[src/rtl/dn_mem_arbiter_pkg.sv]
// Shared types and constants for the download/CPU memory arbiter.
// Used by the arbiter top and its download FIFO.
package dn_mem_arbiter_pkg;

    typedef enum logic [1:0] {
        StIdle,
        StCpuRd,
        StGrantDn
    } arb_state_t;

    localparam logic [7:0] IDX_BIOS = 8'd0;
    localparam logic [7:0] IDX_SPR  = 8'd3;

    typedef struct packed {
        logic [16:0] addr;
        logic [7:0]  data;
    } dn_entry_t;

endpackage

[src/rtl/dn_mem_arbiter_fifo.sv]
// Small synchronous FIFO buffering download bytes ahead of the RAM port.
// Pushes while full and pops while empty are ignored.
module dn_fifo
    import dn_mem_arbiter_pkg::*;
#(
    parameter int unsigned DEPTH = 4
) (
    input  logic                   clk,
    input  logic                   reset,
    input  logic                   push,
    input  dn_entry_t              wdata,
    input  logic                   pop,
    output dn_entry_t              head,
    output logic                   full,
    output logic                   empty,
    output logic [$clog2(DEPTH):0] count
);

    localparam int unsigned AW = $clog2(DEPTH);

    dn_entry_t     mem_q [DEPTH];
    logic [AW-1:0] wr_ptr_q, rd_ptr_q;
    logic [AW:0]   count_q;
    logic          do_push, do_pop;

    assign full    = (count_q == (AW + 1)'(DEPTH));
    assign empty   = (count_q == '0);
    assign do_push = push & ~full;
    assign do_pop  = pop & ~empty;
    assign head    = mem_q[rd_ptr_q];
    assign count   = count_q;

    // DEPTH is a power of two, so pointers wrap by plain overflow.
    always_ff @(posedge clk) begin
        if (reset) begin
            wr_ptr_q <= '0;
            rd_ptr_q <= '0;
            count_q  <= '0;
        end else begin
            if (do_push) wr_ptr_q <= wr_ptr_q + 1'b1;
            if (do_pop)  rd_ptr_q <= rd_ptr_q + 1'b1;
            case ({do_push, do_pop})
                2'b10:   count_q <= count_q + 1'b1;
                2'b01:   count_q <= count_q - 1'b1;
                default: count_q <= count_q;
            endcase
        end
    end

    always_ff @(posedge clk) begin
        if (do_push) mem_q[wr_ptr_q] <= wdata;
    end

endmodule

[src/rtl/dn_mem_arbiter.sv]
// Arbitrates the shared program/sprite RAM port between the HPS download
// stream and CPU bus cycles, and holds the core in reset across BIOS loads.
module dn_mem_arbiter
    import dn_mem_arbiter_pkg::*;
#(
    parameter int unsigned DEPTH    = 4,
    parameter logic [16:0] SPR_BASE = 17'h10000,
    parameter int unsigned CPU_RUN  = 8,
    parameter int unsigned HOLD     = 16
) (
    input  logic        clk_24,
    input  logic        reset,
    input  logic        dn_download,
    input  logic [7:0]  dn_index,
    input  logic [16:0] dn_addr,
    input  logic [7:0]  dn_data,
    input  logic        dn_wr,
    output logic        dn_wait,
    input  logic [15:0] cpu_addr,
    input  logic        cpu_rd,
    input  logic        cpu_wr,
    input  logic [7:0]  cpu_dout,
    output logic [7:0]  cpu_din,
    output logic        cpu_wait,
    output logic [16:0] mem_addr,
    output logic        mem_we,
    output logic [7:0]  mem_wdata,
    input  logic [7:0]  mem_rdata,
    output logic        core_reset,
    output logic        ovf
);

    localparam int unsigned CW = $clog2(DEPTH) + 1;
    localparam int unsigned RW = $clog2(CPU_RUN + 1);
    localparam int unsigned HW = $clog2(HOLD + 1);

    arb_state_t    state_q, state_d;
    logic [RW-1:0] run_cnt_q;
    logic [HW-1:0] hold_q;
    logic          core_reset_q;
    logic          ovf_q;

    logic          push_req, fifo_pop, fifo_full, fifo_empty;
    logic [CW-1:0] fifo_count;
    dn_entry_t     push_entry, fifo_head;
    logic          bios_dl, cpu_req, cpu_ok, cpu_done;

    assign push_req        = dn_wr && (dn_index == IDX_BIOS || dn_index == IDX_SPR);
    assign push_entry.addr = dn_addr + ((dn_index == IDX_SPR) ? SPR_BASE : 17'd0);
    assign push_entry.data = dn_data;

    dn_fifo #(
        .DEPTH (DEPTH)
    ) u_fifo (
        .clk   (clk_24),
        .reset (reset),
        .push  (push_req),
        .wdata (push_entry),
        .pop   (fifo_pop),
        .head  (fifo_head),
        .full  (fifo_full),
        .empty (fifo_empty),
        .count (fifo_count)
    );

    assign bios_dl = dn_download && (dn_index < 8'd2);
    // The CPU is locked out of the port for as long as the core is held in reset.
    assign cpu_req = (cpu_rd | cpu_wr) & ~core_reset_q;
    assign cpu_ok  = cpu_req && ((run_cnt_q < RW'(CPU_RUN)) || fifo_empty);

    always_ff @(posedge clk_24) begin
        if (reset) state_q <= StIdle;
        else       state_q <= state_d;
    end

    always_comb begin
        state_d = state_q;
        case (state_q)
            StIdle: begin
                if (cpu_ok)           state_d = cpu_wr ? StIdle : StCpuRd;
                else if (!fifo_empty) state_d = StGrantDn;
            end
            default: state_d = StIdle;
        endcase
    end

    always_comb begin
        mem_we    = 1'b0;
        mem_addr  = '0;
        mem_wdata = '0;
        cpu_din   = '0;
        fifo_pop  = 1'b0;
        cpu_done  = 1'b0;
        case (state_q)
            StIdle: begin
                if (cpu_ok) begin
                    mem_addr = {1'b0, cpu_addr};
                    if (cpu_wr) begin
                        mem_we    = 1'b1;
                        mem_wdata = cpu_dout;
                        cpu_done  = 1'b1;
                    end
                end
            end
            StCpuRd: begin
                cpu_din  = mem_rdata;
                cpu_done = 1'b1;
            end
            StGrantDn: begin
                mem_we    = 1'b1;
                mem_addr  = fifo_head.addr;
                mem_wdata = fifo_head.data;
                fifo_pop  = 1'b1;
            end
            default: ;
        endcase
        cpu_wait = core_reset_q | ((cpu_rd | cpu_wr) & ~cpu_done);
        if (reset) begin
            mem_we    = 1'b0;
            mem_addr  = '0;
            mem_wdata = '0;
            cpu_din   = '0;
            fifo_pop  = 1'b0;
            cpu_wait  = 1'b0;
        end
    end

    assign dn_wait    = !reset && (fifo_count >= CW'(DEPTH - 1));
    assign core_reset = core_reset_q | reset;
    assign ovf        = ovf_q;

    always_ff @(posedge clk_24) begin
        if (reset || fifo_empty || state_q == StGrantDn) begin
            run_cnt_q <= '0;
        end else if (cpu_done && run_cnt_q != RW'(CPU_RUN)) begin
            run_cnt_q <= run_cnt_q + 1'b1;
        end
    end

    // Hold-reset: high during a BIOS download, while bytes drain, then HOLD cycles.
    always_ff @(posedge clk_24) begin
        if (reset) begin
            core_reset_q <= 1'b1;
            hold_q       <= HW'(HOLD - 1);
        end else if (bios_dl) begin
            core_reset_q <= 1'b1;
            hold_q       <= HW'(HOLD - 1);
        end else if (core_reset_q) begin
            if (!fifo_empty)        hold_q       <= HW'(HOLD - 1);
            else if (hold_q == '0)  core_reset_q <= 1'b0;
            else                    hold_q       <= hold_q - 1'b1;
        end
    end

    always_ff @(posedge clk_24) begin
        if (reset)                      ovf_q <= 1'b0;
        else if (push_req && fifo_full) ovf_q <= 1'b1;
    end

endmodule

[config.mk]
export PLATFORM = sky130hd
export DESIGN_NAME = dn_mem_arbiter
export DESIGN_NICKNAME = d
export VERILOG_FILES = /design/src/rtl/dn_mem_arbiter_pkg.sv /design/src/rtl/dn_mem_arbiter_fifo.sv /design/src/rtl/dn_mem_arbiter.sv
export SDC_FILE = /design/constraint.sdc
export NUM_CORES = 1
export LEC_CHECK = 0
export CAP_MARGIN = 20
export CELL_PAD_IN_SITES_DETAIL_PLACEMENT = 1
export CELL_PAD_IN_SITES_GLOBAL_PLACEMENT = 1
export CORE_MARGIN = 2
export CORE_UTILIZATION = 45
export CTS_CLUSTER_DIAMETER = 150
export CTS_CLUSTER_SIZE = 14
export DETAILED_ROUTE_END_ITERATION = 6
export PLACE_DENSITY = 0.86
export SLEW_MARGIN = 10
export SYNTH_ARGS = -nofsm -noshare
export SYNTH_HDL_FRONTEND = slang
export SYNTH_SLANG_ARGS = --single-unit
[constraint.sdc]
create_clock -name clk_24 -period 4.7 [get_ports clk_24]
set_input_delay 0.705 -clock clk_24 [delete_from_list [all_inputs] [get_ports clk_24]]
set_output_delay 0.705 -clock clk_24 [all_outputs]
set_load 0.01 [all_outputs]
# Word-level counts from Yosys, hierarchy flattened
# Memories as Yosys holds them, arrays and structs flattened. A register that Yosys moved wholly into a read port is not among the register bits.
# Cells that the tools add are included.
# word_totals
ramBits	100
n_memories	1
word_cells	90
reg_bits	20
in_bits	71
# classes
n_bitwise	12
eq_ne	9
n_reduce_logical	19
add_sub_neg	7
n_mux	31
magnitude_cmp	3
# mem_list
name	words	width	read_ports	rd_clocked_by_memory_dff	write_ports	line	text
u_fifo.mem_q	4	25	1	1	1	dn_mem_arbiter_fifo.sv:21	dn_entry_t mem_q [DEPTH];
# op_table
operator	n
8-bit two-way mux	5
17-bit two-way mux	2
17-bit case mux with 2 select lines	1
17-bit adder	1
16-bit two-way mux	1
8-bit case mux with 2 select lines	1
1-bit two-way mux	12
5-bit two-way mux	2
8-bit by 2-bit == test with 1-bit output (second input constant)	1
8-bit zero test	1
8-bit by 2-bit < comparator with 1-bit output (second input constant)	1
2-bit two-way mux	4
1-bit logical AND	6
3-bit case mux with 2 select lines	1
5-bit zero test	1
1-bit NOT	5
5-bit by 1-bit subtractor with 5-bit output (second input constant)	1
2-bit by 1-bit adder with 2-bit output (second input constant)	2
4-bit by 1-bit adder with 4-bit output (second input constant)	1
1-bit AND	4
2-bit by 1-bit == test with 1-bit output (second input constant)	2
2-bit == test (second input constant)	2
1-bit logical OR	4
4-bit < comparator (second input constant)	1
15 further kinds	19

# Longest topological paths before layout
# logic_depth
depth_word	9
mapped_depth	10

# Modules after synthesis
# A second synthesis with hierarchy kept.
# unflattened
cells_unflattened	337
hier_area_um2	5256.3
# modules_own_cells
mod	seq_area_each_um2	n_inst	cells_each	area_per_inst_um2
dn_fifo	3183.1	1	185	4139.0
dn_mem_arbiter	260.2	1	152	1117.3

# Least setup slack after synthesis
# No wires, ideal clock.
# synth_path
path_type	input -> register
from	input reset
to	register u_fifo.count_q[2] (netlist: u_fifo.count[2])
arrival_ns	2.611
t_required_ns	4.629
setup_ns	0.071
path_slack_ns	2.018
cell_stages	9
path_cell_list	clkbuf_1 > nor3b_2 > and2_2 > ha_1 > inv_1 > fa_1 > xor2_1 > or3_1 > a21oi_1
# synth_via
elab_chain_len	4
word_cells_on_any_way	6
classes_between	eq/ne: 2; mux: 2; bitwise: 1; reduce/logical: 1
# synth_lines
item	line	text
from (decl)	dn_mem_arbiter.sv:12	input logic reset,
1-bit two-way mux *	dn_mem_arbiter.sv:118	if (reset) begin
1-bit AND *	dn_mem_arbiter_fifo.sv:29	assign do_pop = pop & ~empty;
net u_fifo.do_pop	dn_mem_arbiter_fifo.sv:24	logic do_push, do_pop;
2-bit by 1-bit == test with 1-bit output or 2-bit == test (tied branches)	dn_mem_arbiter_fifo.sv:42	case ({do_push, do_pop})
3-bit case mux with 2 select lines or 2-bit nonzero test (tied branches)	-	
to (signal assigned)	dn_mem_arbiter_fifo.sv:43	2'b10: count_q <= count_q + 1'b1;
to (signal assigned)	dn_mem_arbiter_fifo.sv:44	2'b01: count_q <= count_q - 1'b1;
to (signal assigned)	dn_mem_arbiter_fifo.sv:45	default: count_q <= count_q;
to (decl)	dn_mem_arbiter_fifo.sv:23	logic [AW:0] count_q;
# The timed path passes the listed nets; every way through them passes the cells marked *.
# A chain may end at the register's enable or synchronous reset.

# Worst setup path in the final report
# layout_path
from	register u_fifo.count_q[0] (netlist: u_fifo.count[0])
to	output mem_addr[1]
# layout_via
elab_chain_len	6
# layout_lines
item	line	text
3-bit zero test	dn_mem_arbiter_fifo.sv:27	assign empty = (count_q == '0);
1-bit logical OR	dn_mem_arbiter.sv:69	assign cpu_ok = cpu_req && ((run_cnt_q < RW'(CPU_RUN)) || fifo_empty);
1-bit logical AND	dn_mem_arbiter.sv:69	
16-bit two-way mux	dn_mem_arbiter.sv:96	if (cpu_ok) begin
17-bit case mux with 2 select lines	dn_mem_arbiter.sv:94	case (state_q)
17-bit two-way mux	dn_mem_arbiter.sv:118	
to (decl)	dn_mem_arbiter.sv:25	output logic [16:0] mem_addr,
# No other way between the ends.

==> impl_metrics.yaml <==
flow_run:
  max-cap-violations: 0
layout:
  drive_gt1_share_pct: 17.3
  area_growth_pct: 35.6
  final_net_count: 519
  num_antenna_cells: 0
  fin_cells: 593
clock_tree:
  ctsResizeCount: 0
  hold_buffers: 0
  root_buffer: "clkbuf_16"
  htreeDepth: 4
  clkLatencyLatePin_ns: 0.42
  clock_sinks: 122
  post_cts_buffers: 0
  clk_pin_slew_ns: 0.06
  cts_buffers: 17
  cts_tree: "yes"
  ctsLongestPathBuffers: 2
route:
  drc_errors: 0
  wl_microns: 14400
  wl_per_cell_microns: 24.3
  first_pass_iters: 4
  ant_nets: 0
  vias: 3332
  drtIter0Drc: 226
  vias_per_cell: 5.62
timing:
  max_freq_mhz: 265
  rsz0062_at_grt: "false"
  tightest_slew_ns: 0.962
  setup_viol: 0
  finClkSkew_ns: 0.00868
  post-route-period-util_pct: 80.3
  finalHoldViolCount: 0
  fin_crit_ns: 3.77
  setup_tns_ns: 0
  final-max-slew-violation-count: 0
  maxSlewHeadroom_pct: 35.9
yosys:
  synthCells: 318
  ys_seq_area_share_pct: 66.3
  synth-simple-area-share_pct: 7.30
  synth_top_family_by_area: "multiplexers"
  synth.area.mux_share_pct: 11.2
  synth-seq-cells: 122
  synthDistinctLibCells: 50
  syn_nets: 399
  synth_compound_area_share_pct: 8.48
  synth_area_leaders: "edfxtp_1 58%, mux4_2 11%, dfxtp_1 8.5%"
  synth_most_common_cell: "edfxtp_1"
  netlist_top_cells_count: "100 x edfxtp_1, 25 x mux4_2, 22 x dfxtp_1"
  syn-cell-area_sq_um: 5190
  synth_top_area_share_pct: 57.8
  ys.flop_type: "edfxtp_1"
  async_flop_share_pct: 0
  synth_area_per_cell_sq_um: 16.3
  synth-edff-count: 100
  ys_warn_count: 0
  synth_top_cell_by_area: "edfxtp_1"
  synth-adder-area-share_pct: 2.55
  synth_xor_area_share_pct: 1.01
worst_setup_path:
  critical_path_required_ns: 3.99
  critPathMaxStageDelay_ns: 0.65
  worstPathArrival_ns: 3.07
  cp-end-kind: "output port"
  criticalPathCategory: "flop to output port"
  critPathSlowestCell: "and3_1"
  startpoint_type: "flop"
  worst-path-max-fanout: 17
  crit_chain: "or3_1 > a21oi_4 > and3_1 > a22o_2 > clkdlybuf4s50_1"
place:
  globalplace.congestion: 0.788
  dp_cells: 562
  port_buffers: 108
  dp_hpwl_microns: 8910
pwr:
  pwr_density_cell_nw_per_um2: 377
  comb_power_share_pct: 3.5
  total_power_w: 0.00265
  leakage_nw: 2.34
  p_int_w: 0.00212
  seq_power_share_pct: 44.2
  clkPwrFrac_pct: 52.4
  sw_frac_of_total_pct: 20.3
  p_switching_w: 0.000538
  irDropWorstVdd_v: 0.000269
grt:
  grt_use_total_pct: 24.5
  grt_pass1_wl_microns: 22500
  first_global_vias: 3748
  grt_antenna_before_repair: 0
  grt-ovfl-total: 0
  grt_max_degree: 26
floorplanning:
  fp.dieW_microns: 111
  die_area_sq_um: 12400
  dieHeight_microns: 111
  initial_utilization_pct: 45.9
  fp.coreArea_sq_um: 11300
  io_pins: 109
  rows: 39
run_status:
  status: "finished clean"
min_path:
  min_path_type: "flop to flop"
[cells by family after synthesis]
kind of cell             count (synthesis)
AO/OA/AOI/OAI                           56
multiplexers                            27
flip-flops                             122
AND/OR/NAND/NOR                         66
adder cells (fa/ha/maj)                 10
buffers and inverters                   31
XOR/XNOR                                 6
[sequential cells by signal (all words and copies together), names as in the netlist, named ones only]
register / cells
hold_q: 5
u_fifo.wr_ptr_q: 2
ovf: 1
state_q: 2
core_reset_q: 1
run_cnt_q: 4
u_fifo.mem_q: 100
u_fifo.rd_ptr_q: 2
u_fifo.count: 3
[final timing paths]
kind	start	endpoint	slack (ns)	depth (start not counted)
max	u_fifo.count[0]$_SDFFE_PP0P_	mem_addr[1]	0.93	5
min	ovf$_SDFFE_PP0P_	ovf$_SDFFE_PP0P_	0.47	2
max reg2reg	state_q[1]$_SDFFE_PP0P_	u_fifo.count[2]$_SDFFE_PP0P_	2.14	9
min reg2reg	ovf$_SDFFE_PP0P_	ovf$_SDFFE_PP0P_	0.47	2
[metal layers]
layer	track usage, %	vias up	part of all wire, %
met5	0	-	0
met4	7.08	0	1.8
met3	6.70	16	5.8
met2	43.7	118	54
met1	29.1	1704	39
li1	-	1494	-
[cell usage in the layout (no fill, tap or decap), types with 4 or more instances in the layout]
cell / instances
edfxtp_1: 100
mux4_2: 25
nand2_1: 5
or3_1: 4
a22o_2: 4
nor2_1: 14
clkdlybuf4s50_1: 108
clkinvlp_4: 5
dfxtp_1: 21
bufinv_16: 4
buf_4: 8
clkbuf_16: 17
a22o_1: 20
and3_1: 6
inv_1: 16
ha_1: 9
a21oi_1: 9
o21ai_0: 6
and2_1: 13
[power groups by stage]
| stage | combinational (W) | sequential [W] | clock (W) |
|---|---|---|---|
| after floorplan | 0.0000142 | 0.00120 | 0 |
| after global placement | 0.0000833 | 0.00120 | 0 |
| after detailed placement | 0.0000894 | 0.00120 | 0 |
| after CTS | 0.0000920 | 0.00117 | 0.00140 |
| after global routing | 0.0000985 | 0.00117 | 0.00145 |
| final | 0.0000918 | 0.00117 | 0.00139 |
[per-stage QoR]
step                      utilization (%)  worst slack, ns  hold slack (ns)  instance area, sq um
after floorplan                         -             2.02            0.449                  5190
after global placement               56.7             1.19            0.456                  6420
after detailed placement             56.7             1.03            0.455                  6420
after CTS                            62.2            0.892            0.462                  7040
after global routing                 62.2            0.791            0.497                  7040
final                                62.2            0.926            0.467                  7040
[area by class of cell]
| cell class | count | area (sq um) |
|---|---|---|
| Clock buffer | 17 | 425 |
| Clock inverter | 14 | 198 |
| Fill cell | 1039 | 4280 |
| Inverter | 16 | 60.1 |
| Multi-Input combinational cell | 165 | 1600 |
| Sequential cell | 122 | 3440 |
| Tap cell | 143 | 179 |
| Timing Repair Buffer | 116 | 1140 |
[critical path, delay by kind of cell (launching register included)]
family / cells / cell delay (ns)
simple gates: 2 / 1.19
buf+inv: 1 / 0.58
compound gates: 2 / 0.50
flops: 1 / 0.37
No activity file was read; power rests on OpenSTA's default activity.
